<file path="src/rtl/orient_hist_if.sv">
// orient_hist_if
// Bundles the gradient sample stream feeding the orientation histogram and
// the histogram/dominant-orientation result stream leaving it.
//   valid_sob, mor, the   : gradient sample strobe, magnitude, bin index
//   hist_valid/ready      : readout beat handshake
//   hist_idx, hist_bin    : bin index and value of the current beat
//   hist_last             : marks the beat carrying bin 15
//   dom_valid/bin/mag     : one-cycle dominant-bin result
//   busy, drop_err        : status
// Modports: slave = histogram block, master = producer/consumer side.
interface orient_hist_if #(
  parameter int DW = 8,
  parameter int BW = 24
);
  logic          valid_sob;
  logic [DW-1:0] mor;
  logic [3:0]    the;
  logic          hist_valid;
  logic          hist_ready;
  logic [3:0]    hist_idx;
  logic [BW-1:0] hist_bin;
  logic          hist_last;
  logic          dom_valid;
  logic [3:0]    dom_bin;
  logic [BW-1:0] dom_mag;
  logic          busy;
  logic          drop_err;

  modport slave (
    input  valid_sob, mor, the, hist_ready,
    output hist_valid, hist_idx, hist_bin, hist_last,
           dom_valid, dom_bin, dom_mag, busy, drop_err
  );

  modport master (
    output valid_sob, mor, the, hist_ready,
    input  hist_valid, hist_idx, hist_bin, hist_last,
           dom_valid, dom_bin, dom_mag, busy, drop_err
  );
endinterface

</file>
<file path="src/rtl/orient_hist.sv">
// orient_hist
// Accumulates gradient magnitudes into 16 orientation bins over a frame of
// SAMPLES samples, scans the bins for the dominant orientation, then streams
// the 16 bins out over a valid/ready handshake before starting a new frame.
// Ports:
//   clk  : clock, rising edge
//   rst  : asynchronous, active-low reset
//   bus  : orient_hist_if.slave (sample input, readout, dominant result, status)
// Parameters: DW magnitude width, BW bin width, SAMPLES samples per frame.
// Build option: define ORIENT_HIST_SAT_EN to make bin updates saturate at
// 2^BW-1; by default bin updates wrap modulo 2^BW.
module orient_hist #(
  parameter int DW      = 8,
  parameter int BW      = 24,
  parameter int SAMPLES = 65536
) (
  input  logic          clk,
  input  logic          rst,
  orient_hist_if.slave  bus
);

  localparam int CW = $clog2(SAMPLES + 1);
  localparam logic [CW-1:0] FRAME_CNT = CW'(SAMPLES);

  typedef enum logic [1:0] {ACC, SCAN, DUMP} state_t;

  state_t        r_state;
  state_t        w_next;
  logic [BW-1:0] r_bins [16];
  logic [CW-1:0] r_cnt;
  logic [3:0]    r_scanIdx;
  logic [3:0]    r_maxBin;
  logic [BW-1:0] r_maxMag;
  logic [3:0]    r_dumpIdx;
  logic          r_domValid;
  logic [3:0]    r_domBin;
  logic [BW-1:0] r_domMag;
  logic          r_dropErr;

  logic          w_accept;
  logic [CW-1:0] w_cntNext;
  logic          w_frameDone;
  logic          w_scanDone;
  logic          w_handshake;
  logic          w_lastBeat;
  logic [BW:0]   w_sum;
  logic [BW-1:0] w_binNext;
  logic          w_greater;
  logic [3:0]    w_candBin;
  logic [BW-1:0] w_candMag;

  assign w_accept    = (r_state == ACC) && bus.valid_sob;
  assign w_cntNext   = r_cnt + 1'b1;
  assign w_frameDone = w_accept && (w_cntNext == FRAME_CNT);
  assign w_scanDone  = (r_state == SCAN) && (r_scanIdx == 4'd15);
  assign w_handshake = bus.hist_valid && bus.hist_ready;
  assign w_lastBeat  = w_handshake && (r_dumpIdx == 4'd15);

  // One extra bit on the sum exposes the carry for saturation.
  assign w_sum = {1'b0, r_bins[bus.the]} + {{(BW + 1 - DW){1'b0}}, bus.mor};

`ifdef ORIENT_HIST_SAT_EN
  assign w_binNext = w_sum[BW] ? {BW{1'b1}} : w_sum[BW-1:0];
`else
  assign w_binNext = w_sum[BW-1:0];
`endif

  // Strictly-greater keeps the earliest (lowest) index on ties.
  assign w_greater = r_bins[r_scanIdx] > r_maxMag;
  assign w_candBin = w_greater ? r_scanIdx : r_maxBin;
  assign w_candMag = w_greater ? r_bins[r_scanIdx] : r_maxMag;

  always_ff @(posedge clk or negedge rst) begin
    if (!rst) r_state <= ACC;
    else      r_state <= w_next;
  end

  // Next state plus the outputs that are pure functions of state.
  always_comb begin
    w_next         = r_state;
    bus.hist_valid = 1'b0;
    bus.hist_idx   = 4'd0;
    bus.hist_bin   = '0;
    bus.hist_last  = 1'b0;
    bus.busy       = 1'b1;
    case (r_state)
      ACC: begin
        bus.busy = 1'b0;
        if (w_frameDone) w_next = SCAN;
      end
      SCAN: begin
        if (w_scanDone) w_next = DUMP;
      end
      DUMP: begin
        bus.hist_valid = 1'b1;
        bus.hist_idx   = r_dumpIdx;
        bus.hist_bin   = r_bins[r_dumpIdx];
        bus.hist_last  = (r_dumpIdx == 4'd15);
        if (w_lastBeat) w_next = ACC;
      end
      default: w_next = ACC;
    endcase
  end

  // Bin accumulation, scan bookkeeping, readout pointer and status flags.
  // The running max restarts at zero so an empty histogram reports bin 0.
  always_ff @(posedge clk or negedge rst) begin
    if (!rst) begin
      for (int i = 0; i < 16; i++) r_bins[i] <= '0;
      r_cnt      <= '0;
      r_scanIdx  <= 4'd0;
      r_maxBin   <= 4'd0;
      r_maxMag   <= '0;
      r_dumpIdx  <= 4'd0;
      r_domValid <= 1'b0;
      r_domBin   <= 4'd0;
      r_domMag   <= '0;
      r_dropErr  <= 1'b0;
    end else begin
      r_domValid <= 1'b0;
      if (bus.valid_sob && (r_state != ACC)) r_dropErr <= 1'b1;
      if (w_accept) begin
        r_bins[bus.the] <= w_binNext;
        r_cnt           <= w_frameDone ? '0 : w_cntNext;
      end
      if (r_state == SCAN) begin
        r_scanIdx <= r_scanIdx + 4'd1;
        if (w_scanDone) begin
          r_domValid <= 1'b1;
          r_domBin   <= w_candBin;
          r_domMag   <= w_candMag;
          r_maxBin   <= 4'd0;
          r_maxMag   <= '0;
        end else begin
          r_maxBin <= w_candBin;
          r_maxMag <= w_candMag;
        end
      end
      if (w_handshake) begin
        r_dumpIdx <= r_dumpIdx + 4'd1;
        if (w_lastBeat) begin
          for (int i = 0; i < 16; i++) r_bins[i] <= '0;
        end
      end
    end
  end

  assign bus.dom_valid = r_domValid;
  assign bus.dom_bin   = r_domBin;
  assign bus.dom_mag   = r_domMag;
  assign bus.drop_err  = r_dropErr;

endmodule

</file>
<file path="src/flat_wrapper.sv">
// flat-port wrapper written by rule: the top's interface ports become plain ports
module orient_hist_flat 
#(
  parameter int DW      = 8,
  parameter int BW      = 24,
  parameter int SAMPLES = 65536
)
  (clk, rst, bus_valid_sob, bus_mor, bus_the, bus_hist_ready, bus_hist_valid, bus_hist_idx, bus_hist_bin, bus_hist_last, bus_dom_valid, bus_dom_bin, bus_dom_mag, bus_busy, bus_drop_err);
  orient_hist_if #(.DW(DW), .BW(BW)) bus_i ();
  input  logic clk;
  input  logic rst;
  input wire logic [$bits(bus_i.valid_sob)-1:0] bus_valid_sob;
  input wire logic [$bits(bus_i.mor)-1:0] bus_mor;
  input wire logic [$bits(bus_i.the)-1:0] bus_the;
  input wire logic [$bits(bus_i.hist_ready)-1:0] bus_hist_ready;
  output wire logic [$bits(bus_i.hist_valid)-1:0] bus_hist_valid;
  output wire logic [$bits(bus_i.hist_idx)-1:0] bus_hist_idx;
  output wire logic [$bits(bus_i.hist_bin)-1:0] bus_hist_bin;
  output wire logic [$bits(bus_i.hist_last)-1:0] bus_hist_last;
  output wire logic [$bits(bus_i.dom_valid)-1:0] bus_dom_valid;
  output wire logic [$bits(bus_i.dom_bin)-1:0] bus_dom_bin;
  output wire logic [$bits(bus_i.dom_mag)-1:0] bus_dom_mag;
  output wire logic [$bits(bus_i.busy)-1:0] bus_busy;
  output wire logic [$bits(bus_i.drop_err)-1:0] bus_drop_err;
  assign bus_i.valid_sob = bus_valid_sob;
  assign bus_i.mor = bus_mor;
  assign bus_i.the = bus_the;
  assign bus_i.hist_ready = bus_hist_ready;
  assign bus_hist_valid = bus_i.hist_valid;
  assign bus_hist_idx = bus_i.hist_idx;
  assign bus_hist_bin = bus_i.hist_bin;
  assign bus_hist_last = bus_i.hist_last;
  assign bus_dom_valid = bus_i.dom_valid;
  assign bus_dom_bin = bus_i.dom_bin;
  assign bus_dom_mag = bus_i.dom_mag;
  assign bus_busy = bus_i.busy;
  assign bus_drop_err = bus_i.drop_err;
  orient_hist #(.DW(DW), .BW(BW), .SAMPLES(SAMPLES)) u_core (.clk(clk), .rst(rst), .bus(bus_i));
endmodule
</file>
<file path="config.mk">
export PLATFORM = sky130hd
export DESIGN_NAME = orient_hist_flat
export DESIGN_NICKNAME = d
export VERILOG_FILES = /design/src/rtl/orient_hist_if.sv /design/src/rtl/orient_hist.sv /design/src/flat_wrapper.sv
export SDC_FILE = /design/constraint.sdc
export NUM_CORES = 1
export LEC_CHECK = 0
export CORE_AREA = 2 2 223 225
export DETAILED_ROUTE_END_ITERATION = 16
export DIE_AREA = 0 0 225 227
export PLACE_DENSITY = 0.73
export SYNTH_ARGS = -nofsm -noshare
export SYNTH_HDL_FRONTEND = slang
export SYNTH_SLANG_ARGS = --single-unit
</file>
<file path="constraint.sdc">
create_clock -name clk -period 13.35 [get_ports clk]
set_clock_uncertainty 0.2 [all_clocks]
set_input_delay 2.67 -clock clk [delete_from_list [all_inputs] [get_ports clk]]
set_output_delay 2.67 -clock clk [all_outputs]
set_load 0.05 [all_outputs]
</file>
==> results.yml, run 1 <==
synthesis:
  synthDistinctLibCells: 68
  ys_seq_elements: 469
  seq_area_frac_synth_pct: 40.51
  postSynthCellCount: 2701
  async_reset_ff_share_pct: 100.0
  ys_warn_count: 0
  synth_nets: 2754
  yosysTopAreaCell: "dfrtp_1"
  syn_avg_cell_area_sq_um: 10.73
  synth_area_sq_um: 28970
  synthFlopType: "dfrtp_1"
  synth.top_cell.area_share_pct: 40.51
  synth_edf_count: 0
  synthTopCellsByArea: "dfrtp_1 41%, mux4_2 20%, a21oi_1 6.3%"
die:
  dieHeight_microns: 227
  die_x_microns: 225
  rows: 81
  io_pins: 77
  core_region_area_sq_um: 48550
  start_util_pct: 59.68
  die_area_sq_um: 51080
routing:
  drcViolationCount: 0
  via_count: 23940
  finalWirelength_mm: 92.28
  wl_per_cell_microns: 28.10
  dr.pass1.iters: 6
  initialDrtViolationCount: 3198
  routed_via_density: 7.288
  ant_nets: 0
worst_setup_path:
  crit_family: "buffers and inverters"
  crit_fanout: 54
  critical_path.cell_chain: "buf_4 -> buf_4 -> mux4_2 -> mux4_2 -> ha_1 -> a211oi_1 -> o211ai_1 -> a31oi_1 -> nor2_1 -> xor2_1 -> nor2_1 -> nor2_1"
  cpMostUsedCell: "nor2_1"
  cp.arrival_ns: 8.25
  worstPathRequired_ns: 13.67
  rr_startpoint: "u_core.r_scanIdx[2]"
  cpPeakStageDelay_ns: 1.03
  r2r_cells: 14
  r2r_slack_ns: 6.85
  endpoint_kind: "register"
  cp_num_buf_inv: 2
  cp_slowest_cell: "xor2_1"
  r2r-end: "u_core.r_maxMag[7]"
  critPathKind: "in -> reg"
  startpoint_type: "primary input"
clocking:
  path_clk_slew_ns: 0.06
  cts_made_buffers: 51
  postCtsHoldBufs: 0
  cts_setup_buffers: 0
  ctsRootBufferMaster: "clkbuf_16"
  cts_sinks: 469
  cts_max_path_buffers: 3
  cts_tree: "built"
  clk_latency_ns: 0.61
  htreeDepth: 2
  cts-resized-gates: 0
global_routing:
  antenna_found_initial: 2
  grt_pass1_wl_mm: 141.7
  grt_overflow: 0
  grt_pass1_vias: 23850
  track_usage_pct: 36.84
  grt_max_degree: 153
finish:
  layout_commonest_cell: "dfrtp_1"
  layout.nets: 2673
  mostFrequentLayoutCells: "462 x dfrtp_1, 362 x a21oi_1, 346 x o21ai_0"
  drive_gt1_share_pct: 19.27
  antenna_cells_inserted: 0
  fin_util_pct: 65.09
  area_growth_syn_to_layout_pct: 9.051
pwr:
  p_leak_uw: 0.01212
  cellPowerDensity_nw_per_um2: 177.0
  ir_worst_vdd_mv: 0.1068
sta:
  max_freq_mhz: 126.0
  rsz0062_at_grt: "no"
  period_share_pct: 59.44
  finalHoldViolCount: 0
  layout_min_cycle_time_ns: 7.935
  report.final.slew_viol_count: 0
  worst_pin_slew_ns: 1.349
  max_slew_margin_pct: 9.789
  fin_setup_tns_ns: 0
  setup-violations-final: 0
worst_hold_path:
  min-delay-start: "u_core.bus.drop_err"
  hold_end: "u_core.bus.drop_err"
  worstHoldPathType: "reg -> reg"
  whs_path_depth: 1
placement:
  globalplace.congestion: 0.8768
  portBuffers: 76
  dp_hpwl_mm: 53.54
run:
  max_cap_violations: 0
status:
  status: "finished clean"
==> per-layer routing <==
metal  GRT usage, %  wire length (microns)  up-vias
li1               -                      -     9909
met1          47.86                  33360    11920
met2          54.57                  41020     1699
met3          12.02                  12100      403
met4          21.92                   5761        4
met5              0                     44        -
==> state kept, by name (all words and copies together) (netlist names) <==
name and flops:
u_core.r_maxBin 4, u_core.r_maxMag 24, u_core.r_bins 384, u_core.bus.dom_valid 1, u_core.r_dumpIdx 4, u_core.bus.dom_mag 24
u_core.r_scanIdx 4, u_core.r_cnt 17, u_core.bus.drop_err 1, u_core.r_state 2, u_core.bus.dom_bin 4
==> through the flow <==
stage / instance area (sq um) / total power [uW] / worst slack, ns / cells / hold WS, ns
2_1_floorplan: 28970 / 3532 / 5.906 / 2701 / 0.2659
3_3_place_gp: 29840 / 3931 / 5.166 / 3189 / 0.2373
3_5_place_dp: 29840 / 4043 / 5.060 / 3189 / 0.2445
4_1_cts: 31600 / 5541 / 5.654 / 3284 / 0.2574
5_1_grt: 31600 / 5859 / 5.337 / 3284 / 0.2659
6_report: 31600 / 5592 / 5.415 / 3284 / 0.2536
==> layout make-up <==
class	count	area, sq um
Clock buffer	72	1518
Clock inverter	23	242.7
Fill cell	3663	16950
Inverter	30	112.6
Multi-Input combinational cell	1940	16030
Sequential cell	469	11750
Tap cell	622	778.2
Timing Repair Buffer	128	1167
==> power breakdown <==
group	internal, uW	leakage (uW)	switching (uW)	total (uW)
Clock	886	0.000885	610	1500
Combinational	869	0.00553	932	1800
Sequential	1850	0.00571	443	2290
==> cells in the mapped netlist, drive strengths merged (22+ instances only) <==
library cell	instances
a211oi	22
a21oi	393
a221oi	27
a22o	33
a22oi	48
and2	33
buf	103
clkbuf	159
dfrtp	469
ha	36
inv	30
mux2	23
mux2i	76
mux4	273
nand2	339
nor2	148
o21ai	346
xnor2	26
==> how the worst max path moves through the flow <==
stage,slack [ns],to,startpoint,cells past startpoint
2_1_floorplan,5.91,u_core.r_bins[308],bus_the[0],19
3_3_place_gp,5.17,u_core.r_bins[382],bus_the[1],13
3_5_place_dp,5.06,u_core.r_bins[22],bus_the[1],13
4_1_cts,5.65,u_core.r_bins[81],bus_the[1],12
5_1_grt,5.34,u_core.r_bins[81],bus_the[1],12
6_report,5.42,u_core.r_bins[81],bus_the[1],12
==> cells by family (layout without fill, tap and decap cells) <==
group | Yosys count | count (layout) | synth area share, %
buffers and inverters | 292 | 253 | 4.737
AOI/OAI and AO/OA | 895 | 895 | 17.63
DFF | 469 | 469 | 40.51
xor gates and xnor gates | 40 | 40 | 1.663
muxes | 372 | 372 | 24.97
and+or+nand+nor | 596 | 596 | 8.866
adders and majority gates | 37 | 37 | 1.624
Note: power is estimated with default switching activity, not from simulation.
==> run 2, diff against run 1 <==
==> constraint.sdc (replaced) <==
create_clock -name clk -period 7.6 [get_ports clk]
set_clock_uncertainty 0.2 [all_clocks]
set_input_delay 1.52 -clock clk [delete_from_list [all_inputs] [get_ports clk]]
set_output_delay 1.52 -clock clk [all_outputs]
set_load 0.05 [all_outputs]
==> run 2 against run 1 <==
Register-to-register slack worse by 5.5 ns. Sequential share of layout area hardly changed. Critical path depth is 2 higher. Final cell count hardly changed. Combinational power is 76% higher. Count of clock-buffer cells in the layout is 6 higher. Power is 75% higher. Non-clock buffer count stayed put. Global-route usage is 0.39 points lower. Flip-flop and latch count stayed put. Setup slack worse by 4.0 ns. Critical path type is now reg -> reg. Die area stayed put.
==> results.yml, run 2 (synthesis gave the netlist of run 1 again) <==
worst_setup_path:
  cpPeakStageDelay_ns: 1.04
  r2r-end: "u_core.r_maxMag[7]"
  cp.arrival_ns: 6.52
  critPathKind: "reg -> reg"
  critical_path.cell_chain: "nor2b_4 -> buf_4 -> a221oi_1 -> a22oi_1 -> nand2_1 -> ha_1 -> nand4_1 -> nor4_1 -> a21boi_0 -> o31a_1 -> buf_4 -> a21oi_2 -> buf_4 -> a22o_1"
  critPathLaunch: "u_core.r_scanIdx[2]"
  endpoint_kind: "register"
  crit_fanout: 29
  cp_slowest_cell: "nor2b_4"
  rr_startpoint: "u_core.r_scanIdx[2]"
  r2r_slack_ns: 1.38
  cpMostUsedCell: "buf_4"
  worstPathRequired_ns: 7.90
  startpoint_type: "register"
  r2r_cells: 14
global_routing:
  grt_pass1_wl_mm: 140.0
  track_usage_pct: 36.45
  grt_max_degree: 186
  antenna_found_initial: 0
  grt_overflow: 0
  grt_pass1_vias: 23150
run:
  max_cap_violations: 0
clocking:
  cts_setup_buffers: 0
  cts_made_buffers: 51
  postCtsHoldBufs: 0
  cts-resized-gates: 0
  htreeDepth: 2
  cts_tree: "built"
  cts_sinks: 469
  clk_latency_ns: 0.63
  cts_max_path_buffers: 3
  ctsRootBufferMaster: "clkbuf_16"
  path_clk_slew_ns: 0.06
sta:
  max_slew_margin_pct: 9.126
  finalHoldViolCount: 0
  fin_setup_tns_ns: 0
  rsz0062_at_grt: "no"
  period_share_pct: 81.84
  worst_pin_slew_ns: 1.353
  max_freq_mhz: 160.8
  setup-violations-final: 0
  report.final.slew_viol_count: 0
  layout_min_cycle_time_ns: 6.220
routing:
  ant_nets: 0
  wl_per_cell_microns: 27.73
  finalWirelength_mm: 91.10
  initialDrtViolationCount: 3517
  drcViolationCount: 0
  via_count: 23960
  dr.pass1.iters: 6
  routed_via_density: 7.295
die:
  io_pins: 77
  core_region_area_sq_um: 48550
  start_util_pct: 59.68
  die_x_microns: 225
  dieHeight_microns: 227
  die_area_sq_um: 51080
  rows: 81
placement:
  dp_hpwl_mm: 53.53
  portBuffers: 76
  globalplace.congestion: 0.8820
  place_inst: 3189
finish:
  max_flop_register: "u_core.r_bins"
  mostFrequentLayoutCells: "462 x dfrtp_1, 362 x a21oi_1, 346 x o21ai_0"
  layout.nets: 2673
  drive_gt1_share_pct: 19.11
  multi_input_area_sq_um: 16030
  area_growth_syn_to_layout_pct: 9.185
  largest_register_ffs: 384
  regArea_sq_um: 11750
  layout_commonest_cell: "dfrtp_1"
  fin_util_pct: 65.17
  fill_cells: 3631
  antenna_cells_inserted: 0
  finalNonFillerCells: 3285
worst_hold_path:
  worstHoldPathType: "reg -> reg"
  hold_end: "u_core.bus.drop_err"
  whs_path_depth: 1
  min-delay-start: "u_core.bus.drop_err"
pwr:
  p_total_uw: 9796
  ir_worst_vdd_mv: 0.2144
  cellPowerDensity_nw_per_um2: 309.6
  p_leak_uw: 0.01212
status:
  status: "finished clean"
## run 2: cell types whose count changed in the layout (fill, tap and decap cells not counted), sizes merged
| cell | change |
|---|---|
| inv | +1 |
| clkinv | -6 |
| clkbuf | +6 |
| clkinvlp | +1 |
| bufinv | -1 |
## run 2: cell type report
type                            count  area share (%)
Tap cell                          622           2.460
Multi-Input combinational cell   1940           50.66
Sequential cell                   469           37.15
Timing Repair Buffer              128           3.848
Clock inverter                     18          0.6645
Clock buffer                       78           4.865
Inverter                           30          0.3560
## run 2: how the worst max path moves through the flow
stage | slack [ns] | to | depth (start not counted)
2_1_floorplan | 1.31 | u_core.r_bins[308] | 19
4_1_cts | 1.58 | u_core.r_maxMag[7] | 14
3_5_place_dp | 1.03 | u_core.r_bins[382] | 12
5_1_grt | 1.29 | u_core.r_maxMag[7] | 14
6_report | 1.38 | u_core.r_maxMag[7] | 14
3_3_place_gp | 1.14 | u_core.r_bins[382] | 12
## run 2: per-stage QoR
stage               cell area, sq um  setup WS [ns]  hold WS (ns)
floorplan                      28970          1.306        0.2659
global placement               29890          1.136        0.2396
detailed placement             29890          1.031        0.2602
CTS                            31640          1.581        0.2731
global route                   31640          1.287        0.2881
finish                         31640          1.380        0.2701
## run 2: report_power, final
group	internal, uW	leakage [uW]	total [uW]	switching [uW]
Combinational	1540	0.00554	3160	1620
Sequential	3250	0.00571	4020	771
Clock	1530	0.000863	2610	1080
Total	6320	0.0121	9800	3480
## run 2: routing by layer
layer | routed length (microns) | up-vias | track usage, % | share of wire, %
li1 | - | 9904 | - | -
met5 | 0 | - | 0 | 0
met4 | 5220 | 0 | 18.59 | 5.7
met1 | 33020 | 11900 | 48.69 | 36
met2 | 40020 | 1801 | 53.50 | 44
met3 | 12840 | 360 | 12.49 | 14
## run 2: critical path, delay by kind of cell (launching register included)
family	cells	cell delay, ns
buffers and inverters	3	1.10
AO/OA/AOI/OAI	6	1.51
adder cells (fa/ha/maj)	1	0.39
AND/OR/NAND/NOR	4	1.90
flip-flops	1	0.98
